<file path="src/rtl/pipeline_hazard_ctrl_pkg.sv">
// Shared types and helpers for the pipeline hazard/redirect sequencer.
// Holds the FSM state encoding and the operand-match rule used by the hazard compare.
package hazard_pkg;

    typedef enum logic [1:0] {RUN, STALL, FLUSH} hz_state_t;

    localparam logic [4:0] REG_X0 = 5'd0;
    localparam int         REG_W  = 5;

    // x0 is hardwired to zero, so a write to it can never create a dependency.
    function automatic logic reg_match(input logic             use_rs,
                                       input logic [REG_W-1:0] rs,
                                       input logic [REG_W-1:0] rd,
                                       input logic             regwrite);
        return use_rs && (rs != REG_X0) && (rs == rd) && regwrite;
    endfunction

endpackage

</file>
<file path="src/rtl/pipeline_hazard_ctrl_if.sv">
// Bundle between the pipeline registers (master) and the hazard sequencer (slave).
// Pure wiring: no storage, no latency, no backpressure.
interface pipeline_hazard_ctrl_if #(parameter int CNT_W = 32);
    import hazard_pkg::*;

    logic [REG_W-1:0] id_rs1_i;
    logic [REG_W-1:0] id_rs2_i;
    logic             id_use_rs1_i;
    logic             id_use_rs2_i;
    logic [REG_W-1:0] ex_rd_i;
    logic             ex_regwrite_i;
    logic             ex_memread_i;
    logic [REG_W-1:0] mem_rd_i;
    logic             mem_regwrite_i;
    logic [REG_W-1:0] wb_rd_i;
    logic             wb_regwrite_i;
    logic             mem_redirect_i;

    logic             pc_we_o;
    logic             ifid_we_o;
    logic             ifid_flush_o;
    logic             idex_flush_o;
    logic             exmem_flush_o;
    logic [CNT_W-1:0] stall_cnt_o;
    logic [CNT_W-1:0] flush_cnt_o;
    logic             wdog_err_o;

    modport master (
        output id_rs1_i, id_rs2_i, id_use_rs1_i, id_use_rs2_i,
               ex_rd_i, ex_regwrite_i, ex_memread_i,
               mem_rd_i, mem_regwrite_i, wb_rd_i, wb_regwrite_i, mem_redirect_i,
        input  pc_we_o, ifid_we_o, ifid_flush_o, idex_flush_o, exmem_flush_o,
               stall_cnt_o, flush_cnt_o, wdog_err_o
    );

    modport slave (
        input  id_rs1_i, id_rs2_i, id_use_rs1_i, id_use_rs2_i,
               ex_rd_i, ex_regwrite_i, ex_memread_i,
               mem_rd_i, mem_regwrite_i, wb_rd_i, wb_regwrite_i, mem_redirect_i,
        output pc_we_o, ifid_we_o, ifid_flush_o, idex_flush_o, exmem_flush_o,
               stall_cnt_o, flush_cnt_o, wdog_err_o
    );

endinterface

</file>
<file path="src/rtl/pipeline_hazard_ctrl_sat_counter.sv">
// Saturating up-counter with synchronous clear; clr wins over inc.
// One-cycle update latency, no backpressure (holds at all-ones).
module sat_counter #(
    parameter int W = 8
) (
    input  logic         clk,
    input  logic         rst,
    input  logic         inc,
    input  logic         clr,
    output logic [W-1:0] cnt
);

    always_ff @(posedge clk) begin
        if (rst || clr) begin
            cnt <= '0;
        end else if (inc && (cnt != '1)) begin
            cnt <= cnt + W'(1);
        end
    end

endmodule

</file>
<file path="src/rtl/pipeline_hazard_ctrl.sv">
// RAW-hazard stall and MEM-stage redirect sequencer driving pipeline-register enables/flushes.
// Enables and flushes are combinational (zero latency); counters and watchdog update on the edge.
module pipeline_hazard_ctrl
    import hazard_pkg::*;
#(
    parameter int FORWARDING    = 0,
    parameter int CNT_W         = 32,
    parameter int STALL_TIMEOUT = 15
) (
    input  logic                   clk,
    input  logic                   rst,
    pipeline_hazard_ctrl_if.slave  bus
);

    localparam int RUN_W = $clog2(STALL_TIMEOUT + 1);
    localparam logic [RUN_W:0] TIMEOUT_V = (RUN_W + 1)'(STALL_TIMEOUT);

    hz_state_t        state_q;
    hz_state_t        state_d;
    logic             hazard;
    logic             redir_ok;
    logic             illegal;
    logic             take_redir;
    logic             take_stall;
    logic [RUN_W-1:0] run_cnt;
    logic [RUN_W:0]   run_next;
    logic             wdog_q;

    always_comb begin
        hazard = 1'b0;
        if (FORWARDING != 0) begin
            // Only a load in EX cannot be forwarded in time.
            hazard = bus.ex_memread_i &&
                     (reg_match(bus.id_use_rs1_i, bus.id_rs1_i, bus.ex_rd_i, bus.ex_regwrite_i) ||
                      reg_match(bus.id_use_rs2_i, bus.id_rs2_i, bus.ex_rd_i, bus.ex_regwrite_i));
        end else begin
            hazard = reg_match(bus.id_use_rs1_i, bus.id_rs1_i, bus.ex_rd_i,  bus.ex_regwrite_i)  ||
                     reg_match(bus.id_use_rs2_i, bus.id_rs2_i, bus.ex_rd_i,  bus.ex_regwrite_i)  ||
                     reg_match(bus.id_use_rs1_i, bus.id_rs1_i, bus.mem_rd_i, bus.mem_regwrite_i) ||
                     reg_match(bus.id_use_rs2_i, bus.id_rs2_i, bus.mem_rd_i, bus.mem_regwrite_i) ||
                     reg_match(bus.id_use_rs1_i, bus.id_rs1_i, bus.wb_rd_i,  bus.wb_regwrite_i)  ||
                     reg_match(bus.id_use_rs2_i, bus.id_rs2_i, bus.wb_rd_i,  bus.wb_regwrite_i);
        end
    end

    always_comb begin
        state_d           = RUN;
        redir_ok          = 1'b0;
        illegal           = 1'b0;
        take_redir        = 1'b0;
        take_stall        = 1'b0;
        bus.pc_we_o       = 1'b1;
        bus.ifid_we_o     = 1'b1;
        bus.ifid_flush_o  = 1'b0;
        bus.idex_flush_o  = 1'b0;
        bus.exmem_flush_o = 1'b0;

        // The cycle after a redirect EX/MEM holds a bubble, so its redirect bit is stale.
        case (state_q)
            RUN, STALL: redir_ok = 1'b1;
            FLUSH:      redir_ok = 1'b0;
            default:    illegal  = 1'b1;
        endcase

        if (rst) begin
            bus.pc_we_o       = 1'b0;
            bus.ifid_we_o     = 1'b0;
            bus.ifid_flush_o  = 1'b1;
            bus.idex_flush_o  = 1'b1;
            bus.exmem_flush_o = 1'b1;
        end else if (redir_ok && bus.mem_redirect_i) begin
            bus.ifid_flush_o  = 1'b1;
            bus.idex_flush_o  = 1'b1;
            bus.exmem_flush_o = 1'b1;
            take_redir        = 1'b1;
            state_d           = FLUSH;
        end else if (hazard) begin
            bus.pc_we_o       = 1'b0;
            bus.ifid_we_o     = 1'b0;
            bus.idex_flush_o  = 1'b1;
            take_stall        = 1'b1;
            state_d           = STALL;
        end

        if (illegal) begin
            state_d = RUN;
        end
    end

    always_ff @(posedge clk) begin
        if (rst) begin
            state_q <= RUN;
        end else begin
            state_q <= state_d;
        end
    end

    sat_counter #(.W(CNT_W)) u_stall_cnt (
        .clk (clk), .rst (rst), .inc (take_stall), .clr (1'b0), .cnt (bus.stall_cnt_o)
    );

    sat_counter #(.W(CNT_W)) u_flush_cnt (
        .clk (clk), .rst (rst), .inc (take_redir), .clr (1'b0), .cnt (bus.flush_cnt_o)
    );

    sat_counter #(.W(RUN_W)) u_run_cnt (
        .clk (clk), .rst (rst), .inc (take_stall), .clr (!take_stall), .cnt (run_cnt)
    );

    assign run_next = {1'b0, run_cnt} + {{RUN_W{1'b0}}, 1'b1};

    always_ff @(posedge clk) begin
        if (rst) begin
            wdog_q <= 1'b0;
        end else if (take_stall && (run_next >= TIMEOUT_V)) begin
            wdog_q <= 1'b1;
        end
    end

    assign bus.wdog_err_o = wdog_q;

endmodule

</file>
<file path="src/flat_wrapper.sv">
// flat-port wrapper written by rule: the top's interface ports become plain ports
module pipeline_hazard_ctrl_flat import hazard_pkg::*;
#(
    parameter int FORWARDING    = 0,
    parameter int CNT_W         = 32,
    parameter int STALL_TIMEOUT = 15
)
  (clk, rst, bus_id_rs1_i, bus_id_rs2_i, bus_id_use_rs1_i, bus_id_use_rs2_i, bus_ex_rd_i, bus_ex_regwrite_i, bus_ex_memread_i, bus_mem_rd_i, bus_mem_regwrite_i, bus_wb_rd_i, bus_wb_regwrite_i, bus_mem_redirect_i, bus_pc_we_o, bus_ifid_we_o, bus_ifid_flush_o, bus_idex_flush_o, bus_exmem_flush_o, bus_stall_cnt_o, bus_flush_cnt_o, bus_wdog_err_o);
  pipeline_hazard_ctrl_if #(.CNT_W(CNT_W)) bus_i ();
  input  logic clk;
  input  logic rst;
  input wire logic [$bits(bus_i.id_rs1_i)-1:0] bus_id_rs1_i;
  input wire logic [$bits(bus_i.id_rs2_i)-1:0] bus_id_rs2_i;
  input wire logic [$bits(bus_i.id_use_rs1_i)-1:0] bus_id_use_rs1_i;
  input wire logic [$bits(bus_i.id_use_rs2_i)-1:0] bus_id_use_rs2_i;
  input wire logic [$bits(bus_i.ex_rd_i)-1:0] bus_ex_rd_i;
  input wire logic [$bits(bus_i.ex_regwrite_i)-1:0] bus_ex_regwrite_i;
  input wire logic [$bits(bus_i.ex_memread_i)-1:0] bus_ex_memread_i;
  input wire logic [$bits(bus_i.mem_rd_i)-1:0] bus_mem_rd_i;
  input wire logic [$bits(bus_i.mem_regwrite_i)-1:0] bus_mem_regwrite_i;
  input wire logic [$bits(bus_i.wb_rd_i)-1:0] bus_wb_rd_i;
  input wire logic [$bits(bus_i.wb_regwrite_i)-1:0] bus_wb_regwrite_i;
  input wire logic [$bits(bus_i.mem_redirect_i)-1:0] bus_mem_redirect_i;
  output wire logic [$bits(bus_i.pc_we_o)-1:0] bus_pc_we_o;
  output wire logic [$bits(bus_i.ifid_we_o)-1:0] bus_ifid_we_o;
  output wire logic [$bits(bus_i.ifid_flush_o)-1:0] bus_ifid_flush_o;
  output wire logic [$bits(bus_i.idex_flush_o)-1:0] bus_idex_flush_o;
  output wire logic [$bits(bus_i.exmem_flush_o)-1:0] bus_exmem_flush_o;
  output wire logic [$bits(bus_i.stall_cnt_o)-1:0] bus_stall_cnt_o;
  output wire logic [$bits(bus_i.flush_cnt_o)-1:0] bus_flush_cnt_o;
  output wire logic [$bits(bus_i.wdog_err_o)-1:0] bus_wdog_err_o;
  assign bus_i.id_rs1_i = bus_id_rs1_i;
  assign bus_i.id_rs2_i = bus_id_rs2_i;
  assign bus_i.id_use_rs1_i = bus_id_use_rs1_i;
  assign bus_i.id_use_rs2_i = bus_id_use_rs2_i;
  assign bus_i.ex_rd_i = bus_ex_rd_i;
  assign bus_i.ex_regwrite_i = bus_ex_regwrite_i;
  assign bus_i.ex_memread_i = bus_ex_memread_i;
  assign bus_i.mem_rd_i = bus_mem_rd_i;
  assign bus_i.mem_regwrite_i = bus_mem_regwrite_i;
  assign bus_i.wb_rd_i = bus_wb_rd_i;
  assign bus_i.wb_regwrite_i = bus_wb_regwrite_i;
  assign bus_i.mem_redirect_i = bus_mem_redirect_i;
  assign bus_pc_we_o = bus_i.pc_we_o;
  assign bus_ifid_we_o = bus_i.ifid_we_o;
  assign bus_ifid_flush_o = bus_i.ifid_flush_o;
  assign bus_idex_flush_o = bus_i.idex_flush_o;
  assign bus_exmem_flush_o = bus_i.exmem_flush_o;
  assign bus_stall_cnt_o = bus_i.stall_cnt_o;
  assign bus_flush_cnt_o = bus_i.flush_cnt_o;
  assign bus_wdog_err_o = bus_i.wdog_err_o;
  pipeline_hazard_ctrl #(.FORWARDING(FORWARDING), .CNT_W(CNT_W), .STALL_TIMEOUT(STALL_TIMEOUT)) u_core (.clk(clk), .rst(rst), .bus(bus_i));
endmodule
</file>
<file path="config.mk">
export PLATFORM = sky130hd
export DESIGN_NAME = pipeline_hazard_ctrl_flat
export DESIGN_NICKNAME = d
export VERILOG_FILES = /design/src/rtl/pipeline_hazard_ctrl_pkg.sv /design/src/rtl/pipeline_hazard_ctrl_if.sv /design/src/rtl/pipeline_hazard_ctrl_sat_counter.sv /design/src/rtl/pipeline_hazard_ctrl.sv /design/src/flat_wrapper.sv
export SDC_FILE = /design/constraint.sdc
export NUM_CORES = 1
export LEC_CHECK = 0
export BUFFER_PORTS_ARGS = -buffer_cell sky130_fd_sc_hd__buf_2
export CELL_PAD_IN_SITES_DETAIL_PLACEMENT = 1
export CELL_PAD_IN_SITES_GLOBAL_PLACEMENT = 2
export CORE_MARGIN = 3
export CORE_UTILIZATION = 31
export DETAILED_ROUTE_END_ITERATION = 7
export PLACE_DENSITY = 0.83
export SLEW_MARGIN = 40
export SYNTH_ARGS = -nofsm -noshare
export SYNTH_HDL_FRONTEND = slang
export SYNTH_SLANG_ARGS = --single-unit
</file>
<file path="constraint.sdc">
create_clock -name clk -period 2.6 [get_ports clk]
set_input_delay 0.26 -clock clk [delete_from_list [all_inputs] [get_ports clk]]
set_output_delay 0.26 -clock clk [all_outputs]
set_load 0.005 [all_outputs]
</file>
* Word-level counts from Yosys, hierarchy flattened *
Cells that the tools add are included.

operators by class
  add/subtract/negate cells = 4
  $lt $le $gt $ge = 1
  equal/unequal tests = 11
  muxes and demuxes = 14
  bitwise gates (word level) = 1
  reduce and logical (&&, ||, !) cells = 33

operators by type and width
  cell                                                                   count
  32-bit by 1-bit adder with 32-bit output, second input constant        2
  32-bit != test, second input constant                                  2
  5-bit equality test                                                    6
  1-bit logical AND                                                      19
  1-bit two-way mux                                                      13
  5-bit nonzero test                                                     2
  1-bit logical OR                                                       6
  3-bit OR reduction                                                     2
  4-bit by 1-bit adder with 5-bit output, second input constant          1
  5-bit by 4-bit >= comparator with 1-bit output, second input constant  1
  4-bit by 1-bit adder with 4-bit output, second input constant          1
  4-bit != test, second input constant                                   1
  2-bit OR reduction                                                     2
  2-bit by 1-bit equality test with 1-bit output, second input constant  1
  2-bit equality test, second input constant                             1
  2-bit zero test                                                        1
  2-bit two-way mux                                                      1
  1-bit zero test                                                        1
  1-bit NOT                                                              1

word-level totals
  register bits after elaboration = 71
  word-level logic and storage cells = 70

* Logic depth before layout (Yosys ltp) *
  word-level depth = 14
  gate-level depth with buffers = 10
  depth with buffers taken out = 8

* Modules after synthesis *
Synthesis repeated with hierarchy kept, for this count alone.

second synthesis, totals
  cells, all modules = 475
  area total of the unflattened synthesis = 4,166.5 sq um

modules (own cells, without submodules)
  module                                instances  cells each  area each (sq um)  sequential area each (sq um)
  sat_counter (u_core.u_flush_cnt ...)  2          189         1,681.6            640.6
  pipeline_hazard_ctrl                  1          76          593.1              40.0
  sat_counter (u_core.u_run_cnt)        1          21          210.2              80.1

* Worst setup path after synthesis *
Ideal clock, no wire load.

  path kind = input to output
  start = input port bus_id_rs1_i[1]
  end = output port bus_pc_we_o
  arrival = 1,915 ps
  data required time = 2,340 ps
  path slack = 425 ps
  stages = 8
  buffers on the path = 3
  cell sequence = or4_1 o21ai_1 a31oi_2 or2_1 clkbuf_1 buf_2 o21ai_0 buf_4

between the ends
  cells in the longest elaborated chain, start to end = 12
  elaborated cells on any way between the ends = 19

RTL lines
  element                           line                            text
  start, declared                   flat_wrapper.sv:12              input wire logic [$bits(bus_i.id_rs1_i)-1:0] bus_id_rs1_i;
  5-bit nonzero test                pipeline_hazard_ctrl_pkg.sv:15  return use_rs && (rs != REG_X0) && (rs == rd) && regwrite;
  1-bit logical AND (3 in a row)    pipeline_hazard_ctrl_pkg.sv:15
  1-bit logical OR                  pipeline_hazard_ctrl.sv:37      hazard = reg_match(bus.id_use_rs1_i, bus.id_rs1_i, bus.ex_rd_i, bus.ex_regwrite_i) ||
  1-bit logical OR                  pipeline_hazard_ctrl.sv:38      reg_match(bus.id_use_rs2_i, bus.id_rs2_i, bus.ex_rd_i, bus.ex_regwrite_i) ||
  1-bit logical OR                  pipeline_hazard_ctrl.sv:39      reg_match(bus.id_use_rs1_i, bus.id_rs1_i, bus.mem_rd_i, bus.mem_regwrite_i) ||
  1-bit logical OR *                pipeline_hazard_ctrl.sv:40      reg_match(bus.id_use_rs2_i, bus.id_rs2_i, bus.mem_rd_i, bus.mem_regwrite_i) ||
  1-bit logical OR *                pipeline_hazard_ctrl.sv:41      reg_match(bus.id_use_rs1_i, bus.id_rs1_i, bus.wb_rd_i, bus.wb_regwrite_i) ||
  1-bit two-way mux * (3 in a row)  --
  end, declared                     flat_wrapper.sv:24              output wire logic [$bits(bus_i.pc_we_o)-1:0] bus_pc_we_o;

Every way passes the cells marked *; elsewhere a longest branch is shown, timed or not.

* Worst setup path after layout *
  start = register u_core.u_flush_cnt.cnt[13]
  end = register u_core.u_flush_cnt.cnt[25]

between the ends
  cells in the longest elaborated chain, start to end = 2
  elaborated cells on any way between the ends = 3

RTL lines
  element                                                                                           line                                    text
  start, declared                                                                                   pipeline_hazard_ctrl_sat_counter.sv:10  output logic [W-1:0] cnt
  start signal, assigned                                                                            pipeline_hazard_ctrl_sat_counter.sv:17  cnt <= cnt + W'(1);
  parallel branches: the longest is 2 deep, another holds 32-bit by 1-bit adder with 32-bit output  --

Several ways; the timed one is not identified.
A chain may end at the register's enable or synchronous reset.

==> run_results.csv <==
group,metric,value,unit
route,drc,0,
synthesis,synth.top_cells.by_area,"dfxtp_1, xor2_1, nor2_1",
clock_network,clk_latency,340,ps
critical_path,reg2reg_slack,300,ps
cells_and_area,final_common_cell,"buf_2",
synthesis,ys_seq_elements,70,
synthesis,ys_seq_area_frac,0.351,
timing,rsz0062_at_grt,"no",
route,routedWlPerCell,16.0,um
pwr,vdd_drop_max,0.287,mV
timing,setup_slack,301,ps
min_path,min_to,"u_core.u_stall_cnt.cnt[12]$_SDFFE_PP0P_",
pwr,clock_power_share,0.504,
cells_and_area,nNetsFinal,602,
placement,port_buffers,102,
synthesis,synth_top_cell_by_area,"dfxtp_1",
pwr,swShare,0.226,
status,status,"finished clean",
synthesis,synth_top_area_share,0.351,
cells_and_area,syn_to_final_growth,24.9,%
cells_and_area,n_antenna_cell,0,
critical_path,crit_required,2820,ps
placement,place_ws,75.2,ps
critical_path,rr_worst_depth,8,
route,ant_nets,0,
pwr,p_per_area,499,mW/mm^2
critical_path,arrival,2510,ps
clock_network,clockRootBuffer,"clkbuf_16",
grt,grt_use_total,0.168,
grt,grt_max_degree,45,
floorplan,die_x,120,um
min_path,hold_depth,3,
timing,final.setup.tns,0,ps
floorplan,num_rows,40,
clock_network,htree_levels,3,
cells_and_area,nFillCells,1532,
min_path,hp-class,"primary input to flip-flop",
synthesis,avgSynthCellArea,8.65,sq um
route,via_count,3837,
grt,grt_pass1_vias,3990,
placement,placed_area,0.00469,sq mm
pwr,cellLeakagePower,2.08,nW
synthesis,synth-warning-count,0,
floorplan,io_pins,104,
timing,finalCritPeriodShare,0.884,
timing,whs,322,ps
floorplan,die_area,0.0143,sq mm
clock_network,clkSinkCount,70,
cells_and_area,design_area,0.00499,sq mm
critical_path,path_class,"flip-flop to flip-flop",
pwr,internal-power,0.00193,W
synthesis,netlist_instances,462,
flow_run,cap_violations,0,
timing,relSlewSlack,0.575,
cells_and_area,fin_cells,737,
placement,dp_cells,721,
min_path,hp-start,"rst",
route,viasPerCell,5.21,
route,routed_wirelength,11800,um
timing,fin_crit,2300,ps
pwr,comb_power_share,0.062,
grt,grt_overflow_total,0,
critical_path,cp-start-kind,"flip-flop",
cells_and_area,layout_common_cells,"buf_2, dfxtp_1, nor2_1",
timing,skew,5.98,ps
clock_network,cts_setup_buffers,0,
critical_path,worstPathMaxFanout,10,
clock_network,clk_pin_slew,60,ps
clock_network,clockBufferDepth,2,
timing,fmax,435,MHz
floorplan,die_height,120,um
critical_path,critPathCaptureType,"flip-flop",
timing,setup_viol,0,
pwr,power.switching,0.000563,W
critical_path,r2r-end,"u_core.u_flush_cnt.cnt[25]$_SDFFE_PP0P_",
grt,grt_pass1_wl,19600,um
pwr,seqPwrFrac,0.434,
clock_network,ctsHoldBuffers,0,
clock_network,tritoncts,"done",
cells_and_area,drive_above_1_share,0.274,
timing,worst_pin_slew,637,ps
synthesis,synth_cell_types,58,
timing,final_hold_viol_count,0,
critical_path,timing.rr.start,"u_core.u_flush_cnt.cnt[13]$_SDFFE_PP0P_",
route,drt_iter0_drc,105,
floorplan,start_util,0.325,
placement,gp_congestion,0.846,
clock_network,cts-buffers-inserted,9,
clock_network,cts-resized-gates,0,
grt,antenna_found_initial,0,
route,firstDrtPassIters,4,
floorplan,core,0.0123,sq mm
timing,drv_slew,0,
synthesis,syn-num-nets,500,
placement,dp_hpwl,8720,um
synthesis,synthesis.area,0.00400,sq mm
==> cell usage after synthesis, drive strengths merged <==
library cell and count:
dfxtp 70, nor2 48, xor2 41, nand3 26, nand2 22, nand4 22
a21oi 21, and3 21, xnor2 16, inv 15, nor4 15, buf 14
o21ai 12, nor2b 11, mux2 10, nor3 10, clkbuf 9, or4 9
a31o 8, or3 8, o31ai 7, and4 6, and2 5, o311ai 5
o41ai 5, a31oi 4, ha 4, or2 4, a211oi 1, a22o 1
and2b 1, and3b 1, clkinv 1, nand4b 1, nand4bb 1, nor3b 1
nor4bb 1, o211a 1, o211ai 1, o21a 1, o31a 1, or3b 1
==> sequential cells by signal, indices dropped and copies added (netlist names) <==
signal and flops:
u_core.state_q 1, u_core.u_run_cnt.cnt 4, u_core.u_flush_cnt.cnt 32, u_core.u_stall_cnt.cnt 32, u_core.bus.wdog_err_o 1
==> stage by stage <==
| stage | power, W | utilization |
|---|---|---|
| 2_1_floorplan | 0.00119 | - |
| 3_3_place_gp | 0.00126 | 0.381 |
| 3_5_place_dp | 0.00126 | 0.381 |
| 4_1_cts | 0.00254 | 0.405 |
| 5_1_grt | 0.00260 | 0.405 |
| 6_report | 0.00249 | 0.405 |
==> critical path, stage by stage, from the launching register on <==
cell      delay [ps]
dfxtp_1          430
nand4_2          200
or3_1            480
nor4_2           340
nor4bb_1         120
buf_4            190
and3_1           190
xnor2_1          170
nor2_1            60
==> power by group through the flow <==
stage	combinational, W	sequential, W	clock (W)
final	0.000156	0.00108	0.00125
after global routing	0.000173	0.00108	0.00135
after CTS	0.000158	0.00108	0.00130
after detailed placement	0.000158	0.00110	0
after global placement	0.000152	0.00110	0
after floorplan	0.0000845	0.00110	0
==> how the worst max path moves through the flow <==
| stage | to | slack [ps] | start | cells past startpoint |
|---|---|---|---|---|
| final | u_core.u_flush_cnt.cnt[25]$_SDFFE_PP0P_ | 300 | u_core.u_flush_cnt.cnt[13]$_SDFFE_PP0P_ | 8 |
| after detailed placement | u_core.u_stall_cnt.cnt[27]$_SDFFE_PP0P_ | 80 | bus_id_rs2_i[0] | 9 |
| after floorplan | bus_pc_we_o | 430 | bus_id_rs1_i[1] | 8 |
| after CTS | u_core.u_flush_cnt.cnt[25]$_SDFFE_PP0P_ | 270 | u_core.u_flush_cnt.cnt[13]$_SDFFE_PP0P_ | 8 |
| after global routing | u_core.u_flush_cnt.cnt[25]$_SDFFE_PP0P_ | 70 | u_core.u_flush_cnt.cnt[13]$_SDFFE_PP0P_ | 8 |
| after global placement | u_core.u_stall_cnt.cnt[25]$_SDFFE_PP0P_ | 180 | bus_id_rs1_i[0] | 9 |
==> kinds of logic (layout without fill, tap and decap cells) <==
logic type / Yosys count / after routing / share of synthesized area
xor+xnor: 57 / 57 / 0.125
fa+ha+maj: 4 / 4 / 0.0125
mux: 10 / 10 / 0.0357
flops: 70 / 70 / 0.351
simple gates: 214 / 214 / 0.309
buf+inv: 39 / 146 / 0.0485
compound gates: 68 / 68 / 0.119
==> final cells by class <==
cell class,instances,area (sq um),area share
clock buffers,12,256,0.0514
flip-flops and latches,70,1400,0.281
inverters,16,60.1,0.0120
multi-input cells,353,2400,0.482
repair buffers,114,613,0.123
clock inverters,4,45.0,0.00902
well taps,168,210,0.0421
==> per-layer routing <==
layer | track usage | part of all wire
met4 | 0.0551 | 0.015
met1 | 0.190 | 0.43
met5 | 0 | 0
met2 | 0.300 | 0.51
met3 | 0.0504 | 0.047
No activity file was read; power rests on OpenSTA's default activity.
